<file path="config.mk">
export PLATFORM = sky130hd
export DESIGN_NAME = mux_8_1_rr
export DESIGN_NICKNAME = d
export VERILOG_FILES = /design/src/rtl/mux_8_1_rr_pkg.sv /design/src/rtl/rr_arbiter_8.sv /design/src/rtl/mux_8_1_rr.sv
export SDC_FILE = /design/constraint.sdc
export NUM_CORES = 1
export LEC_CHECK = 0
export ABC_CLOCK_PERIOD_IN_PS = 3700
export BUFFER_PORTS_ARGS = -buffer_cell sky130_fd_sc_hd__buf_2
export CORE_MARGIN = 8
export CORE_UTILIZATION = 41
export CTS_CLUSTER_SIZE = 8
export DETAILED_ROUTE_END_ITERATION = 16
export GPL_TIMING_DRIVEN = 0
export PLACE_DENSITY = 0.78
export RECOVER_POWER = 100
export SKIP_CTS_REPAIR_TIMING = 1
export SLEW_MARGIN = 20
export SYNTH_ARGS = -nofsm -noshare
export SYNTH_HDL_FRONTEND = slang
export SYNTH_HIERARCHICAL = 1
export SYNTH_SLANG_ARGS = --single-unit
</file>
<file path="constraint.sdc">
create_clock -name clk -period 3.7 [get_ports clk]
set_clock_uncertainty 0.05 [all_clocks]
set_input_delay 0.37 -clock clk [delete_from_list [all_inputs] [get_ports clk]]
set_output_delay 0.37 -clock clk [all_outputs]
set_load 0.1 [all_outputs]
</file>
<file path="src/rtl/mux_8_1_rr_pkg.sv">
// Shared types and constants for the 8:1 round-robin multiplexer and its arbiter.
package mux_8_1_rr_pkg;

    localparam int NUM_CH = 8;
    localparam int SEL_W  = 3;

    typedef logic [SEL_W-1:0]  sel_t;
    typedef logic [NUM_CH-1:0] ch_mask_t;

    // Pointer value after reset, so the first search begins at channel 0.
    localparam sel_t RESET_GRANT = sel_t'(NUM_CH - 1);

endpackage

</file>
<file path="src/rtl/rr_arbiter_8.sv">
// Combinational round-robin arbiter: rotate requests so the channel after
// last_grant sits at bit 0, pick the lowest set bit, rotate the index back.
module rr_arbiter_8
    import mux_8_1_rr_pkg::*;
(
    input  ch_mask_t req,
    input  sel_t     last_grant,
    output logic     gnt_vld,
    output sel_t     gnt_idx
);

    sel_t                    start;
    sel_t                    offset;
    logic [2*NUM_CH-1:0]     req_x2;
    ch_mask_t                rot;

    always_comb begin
        // NOTE: every output of this block is assigned a default before any
        // conditional code, so no path leaves a value held and no latch forms.
        offset  = '0;
        start   = last_grant + sel_t'(1);
        req_x2  = {req, req} >> start;
        rot     = req_x2[NUM_CH-1:0];
        gnt_vld = |rot;
        // Scan downwards so the lowest requesting position is the last to write.
        for (int i = NUM_CH - 1; i >= 0; i--) begin
            if (rot[i]) begin
                offset = sel_t'(i);
            end
        end
        gnt_idx = start + offset;
    end

endmodule

</file>
<file path="src/rtl/mux_8_1_rr.sv">
// Eight producers into one valid/ready stream with round-robin arbitration,
// a single registered output stage and a 3-bit source tag on every word.
module mux_8_1_rr
    import mux_8_1_rr_pkg::*;
#(
    parameter int DATA_W = 8
) (
    input  logic                     clk,
    input  logic                     rst_n,
    input  logic [NUM_CH-1:0]        in_valid,
    input  logic [NUM_CH*DATA_W-1:0] in_data,
    output logic [NUM_CH-1:0]        in_ready,
    output logic                     out_valid,
    input  logic                     out_ready,
    output logic [DATA_W-1:0]        out_data,
    output logic [SEL_W-1:0]         out_sel
);

    logic              out_valid_q, out_valid_d;
    logic [DATA_W-1:0] out_data_q,  out_data_d;
    sel_t              out_sel_q,   out_sel_d;
    sel_t              last_grant_q, last_grant_d;

    logic              load_en;
    logic              xfer;
    logic              gnt_vld;
    sel_t              gnt_idx;

    rr_arbiter_8 u_arb (
        .req        (in_valid),
        .last_grant (last_grant_q),
        .gnt_vld    (gnt_vld),
        .gnt_idx    (gnt_idx)
    );

    always_comb begin
        out_valid_d  = out_valid_q;
        out_data_d   = out_data_q;
        out_sel_d    = out_sel_q;
        last_grant_d = last_grant_q;
        in_ready     = '0;

        // The output register can take a word when empty or when drained now.
        load_en = !out_valid_q || out_ready;
        xfer    = load_en && gnt_vld;

        if (xfer) begin
            // Gated by rst_n so no producer sees an accept while held in reset.
            in_ready[gnt_idx] = rst_n;
            out_valid_d       = 1'b1;
            out_data_d        = in_data[int'(gnt_idx)*DATA_W +: DATA_W];
            out_sel_d         = gnt_idx;
            last_grant_d      = gnt_idx;
        end else if (load_en) begin
            out_valid_d = 1'b0;
        end
    end

    // NOTE: sequential state uses non-blocking assignments so every flop
    // samples the pre-edge values, independent of statement order.
    always_ff @(posedge clk or negedge rst_n) begin
        if (!rst_n) begin
            out_valid_q  <= 1'b0;
            out_data_q   <= '0;
            out_sel_q    <= '0;
            last_grant_q <= RESET_GRANT;
        end else begin
            out_valid_q  <= out_valid_d;
            out_data_q   <= out_data_d;
            out_sel_q    <= out_sel_d;
            last_grant_q <= last_grant_d;
        end
    end

    assign out_valid = out_valid_q;
    assign out_data  = out_data_q;
    assign out_sel   = out_sel_q;

endmodule

</file>
==> metrics <==
die area=6570 um^2; WP data required=3280 ps; syn nets=239; Antenna Nets Post-Route=0; row count=23; post-route setup slack=-424 ps; 1st-iter DRT viols=67; initial core utilization=0.431; Syn Inst Count=161; crit-path max FO=7; Post-synth EDFFs=0; run status=finished with violations; Antenna Cells=0; DP HPWL=4320 um; worst hold stages=1; CTS tree=done; Worst R2R End=out_data[6]; Post-Syn Area=1740 um^2; first-pass GRT wire length=8290 um; initial antenna violation count=0; Boundary Pins=95; Setup TNS=-3190 ps; mean routed wirelength per cell=17.7 um; Worst setup SP type=flip-flop; final slew viol count=0; Sink Count=15; headroom to the max-slew limit=0.188; clock transition at the registers of the reported paths=60 ps; DRC violation count after routing=0; total core area=4030 um^2; via count=1804; Hold Startpoint=out_sel[2]; main flop type after synthesis=dfrtp_1; drt pass-1 iters=4; vias in the first global route=1814; Tmin final=4120 ps; post-synthesis sequential area ratio=0.218; Final #Nets=363; cells on worst reg2reg path=16; Syn-to-layout area delta=64.6%; failing checks=negative setup slack; drt total wl=5920 um; synth unique cells=38; Die Span Y=81.1 um; crit share post-route=1.11; Clock Latency Late Sink=250 ps; number of CTS-inserted buffers=3; pre-CTS setup slack=-481 ps; Die Width=81.1 um; maximum clock insertion buffer count=2; fillers=288; Port Buffers=94; hold path endpoint=out_sel[2]; worst hold path class=flip-flop to flip-flop; Final GP Congestion=0.818; Total GRT Usage=0.159; Hold Violations, Final=0; root buffer cell=clkbuf_8; RSZ-0062 raised after global routing=yes; crit path kind=flip-flop to primary output; Final Setup Violations=16; FF-to-FF Start=last_grant_q[0]; Max-Cap Viols=0; Post-Route Utilization=0.710; Critical Path AT=3700 ps; DR vias/cell=5.40; layout cells sized above 1=0.595; CTS H-tree depth=1; #FFs+latches synth=15; async set or reset register ratio after synthesis=1.00; pin count of the biggest net entering global routing=18; Overflow after GRT=0; yosys warns=6; synthesized area per cell=10.8 um^2; Worst-Margin Slew=1220 ps; R2R Setup Slk=-70 ps; CP endpoint kind=primary output; Fmax=0.242 GHz
kinds of logic (layout without fill, tap and decap cells):
logic type,after synthesis,after routing,share of synthesized area
buffers and inverters,18,141,0.0756
adders and majority gates,3,3,0.0259
and+or+nand+nor,38,38,0.112
muxes,55,55,0.434
xor gates and xnor gates,2,2,0.0101
AOI/OAI and AO/OA,30,30,0.125
DFF,15,15,0.218
worst max-delay path, stage by stage (launching register included):
cell and delay [ps]:
dfstp_2 570, ha_4 180, buf_8 120, mux4_2 540, nand2b_1 120, a21oi_2 60
o221ai_1 190, o211ai_1 150, ha_2 330, buf_12 130, buf_12 120, nand4b_1 370
buf_4 270, nor2_4 120, buf_12 180
synthesized netlist by cell type, types with 3 or more instances:
| master | number | area share |
|---|---|---|
| nand2_1 | 4 | 0.0086 |
| buf_1 | 3 | 0.0065 |
| nand2b_1 | 9 | 0.032 |
| inv_1 | 4 | 0.0086 |
| nor2_1 | 13 | 0.028 |
| mux2_2 | 6 | 0.039 |
| mux2i_1 | 34 | 0.20 |
| a21oi_2 | 8 | 0.040 |
| nor3_1 | 3 | 0.0086 |
| dfstp_2 | 3 | 0.045 |
| mux4_2 | 13 | 0.17 |
| nor2b_1 | 3 | 0.011 |
| dfrtp_1 | 12 | 0.17 |
| a21oi_1 | 11 | 0.032 |
| buf_2 | 4 | 0.012 |
registers in the layout, indices dropped and copies added, names as in the netlist:
register      cells
out_sel           3
last_grant_q      3
out_valid         1
out_data          8
routing by layer:
metal	global-route usage	wire length [um]	vias to the layer above
met1	0.180	2430	882
met2	0.296	3190	59
met5	0	0	-
met4	0.0589	63	0
met3	0.0210	230	5
li1	-	-	858
stage by stage:
stage	area, um^2	std cells	hold WS (ps)
after detailed placement	2420	305	248
after global routing	2860	334	480
after CTS	2460	309	-17.7
after global placement	2420	305	249
after floorplan	1880	161	24.4
final	2860	334	468
how the worst max path moves through the flow:
stage / from / slack, ps / endpoint
2_1_floorplan: last_grant_q[0] / -370 / in_ready[0]
3_3_place_gp: last_grant_q[0] / -410 / in_ready[0]
3_5_place_dp: last_grant_q[0] / -480 / in_ready[0]
4_1_cts: last_grant_q[0] / -760 / in_ready[0]
5_1_grt: last_grant_q[0] / -570 / in_ready[2]
6_report: last_grant_q[0] / -420 / in_ready[2]
cell type report:
type | instances | area, um^2 | share of cell area
buffer | 14 | 188 | 0.0656
clock buffer | 3 | 41.3 | 0.0144
clock inverter | 1 | 5.00 | 0.00175
inverter | 4 | 15.0 | 0.00525
multi-input combinational | 128 | 1350 | 0.471
sequential | 15 | 379 | 0.133
tap | 50 | 62.6 | 0.0219
timing repair buffer | 119 | 822 | 0.288
cells in the final DEF (no fill, tap or decap), types with 3 or more instances in the layout:
cell type | Yosys | routed
a21oi_1 | 11 | 10
buf_2 | 4 | 74
dfstp_2 | 3 | 3
clkbuf_16 | 0 | 3
buf_12 | 2 | 14
clkbuf_8 | 0 | 3
nand2b_1 | 9 | 7
nor2_4 | 0 | 6
dfrtp_1 | 12 | 12
mux4_2 | 13 | 13
mux2_2 | 6 | 6
inv_1 | 4 | 4
buf_4 | 0 | 21
nand2_1 | 4 | 3
a21oi_2 | 8 | 9
clkbuf_1 | 2 | 14
nor2_1 | 13 | 7
mux2i_1 | 34 | 34
Power is not shown: default switching activity piles up to over one toggle a cycle in this logic, so the estimate is an artifact.
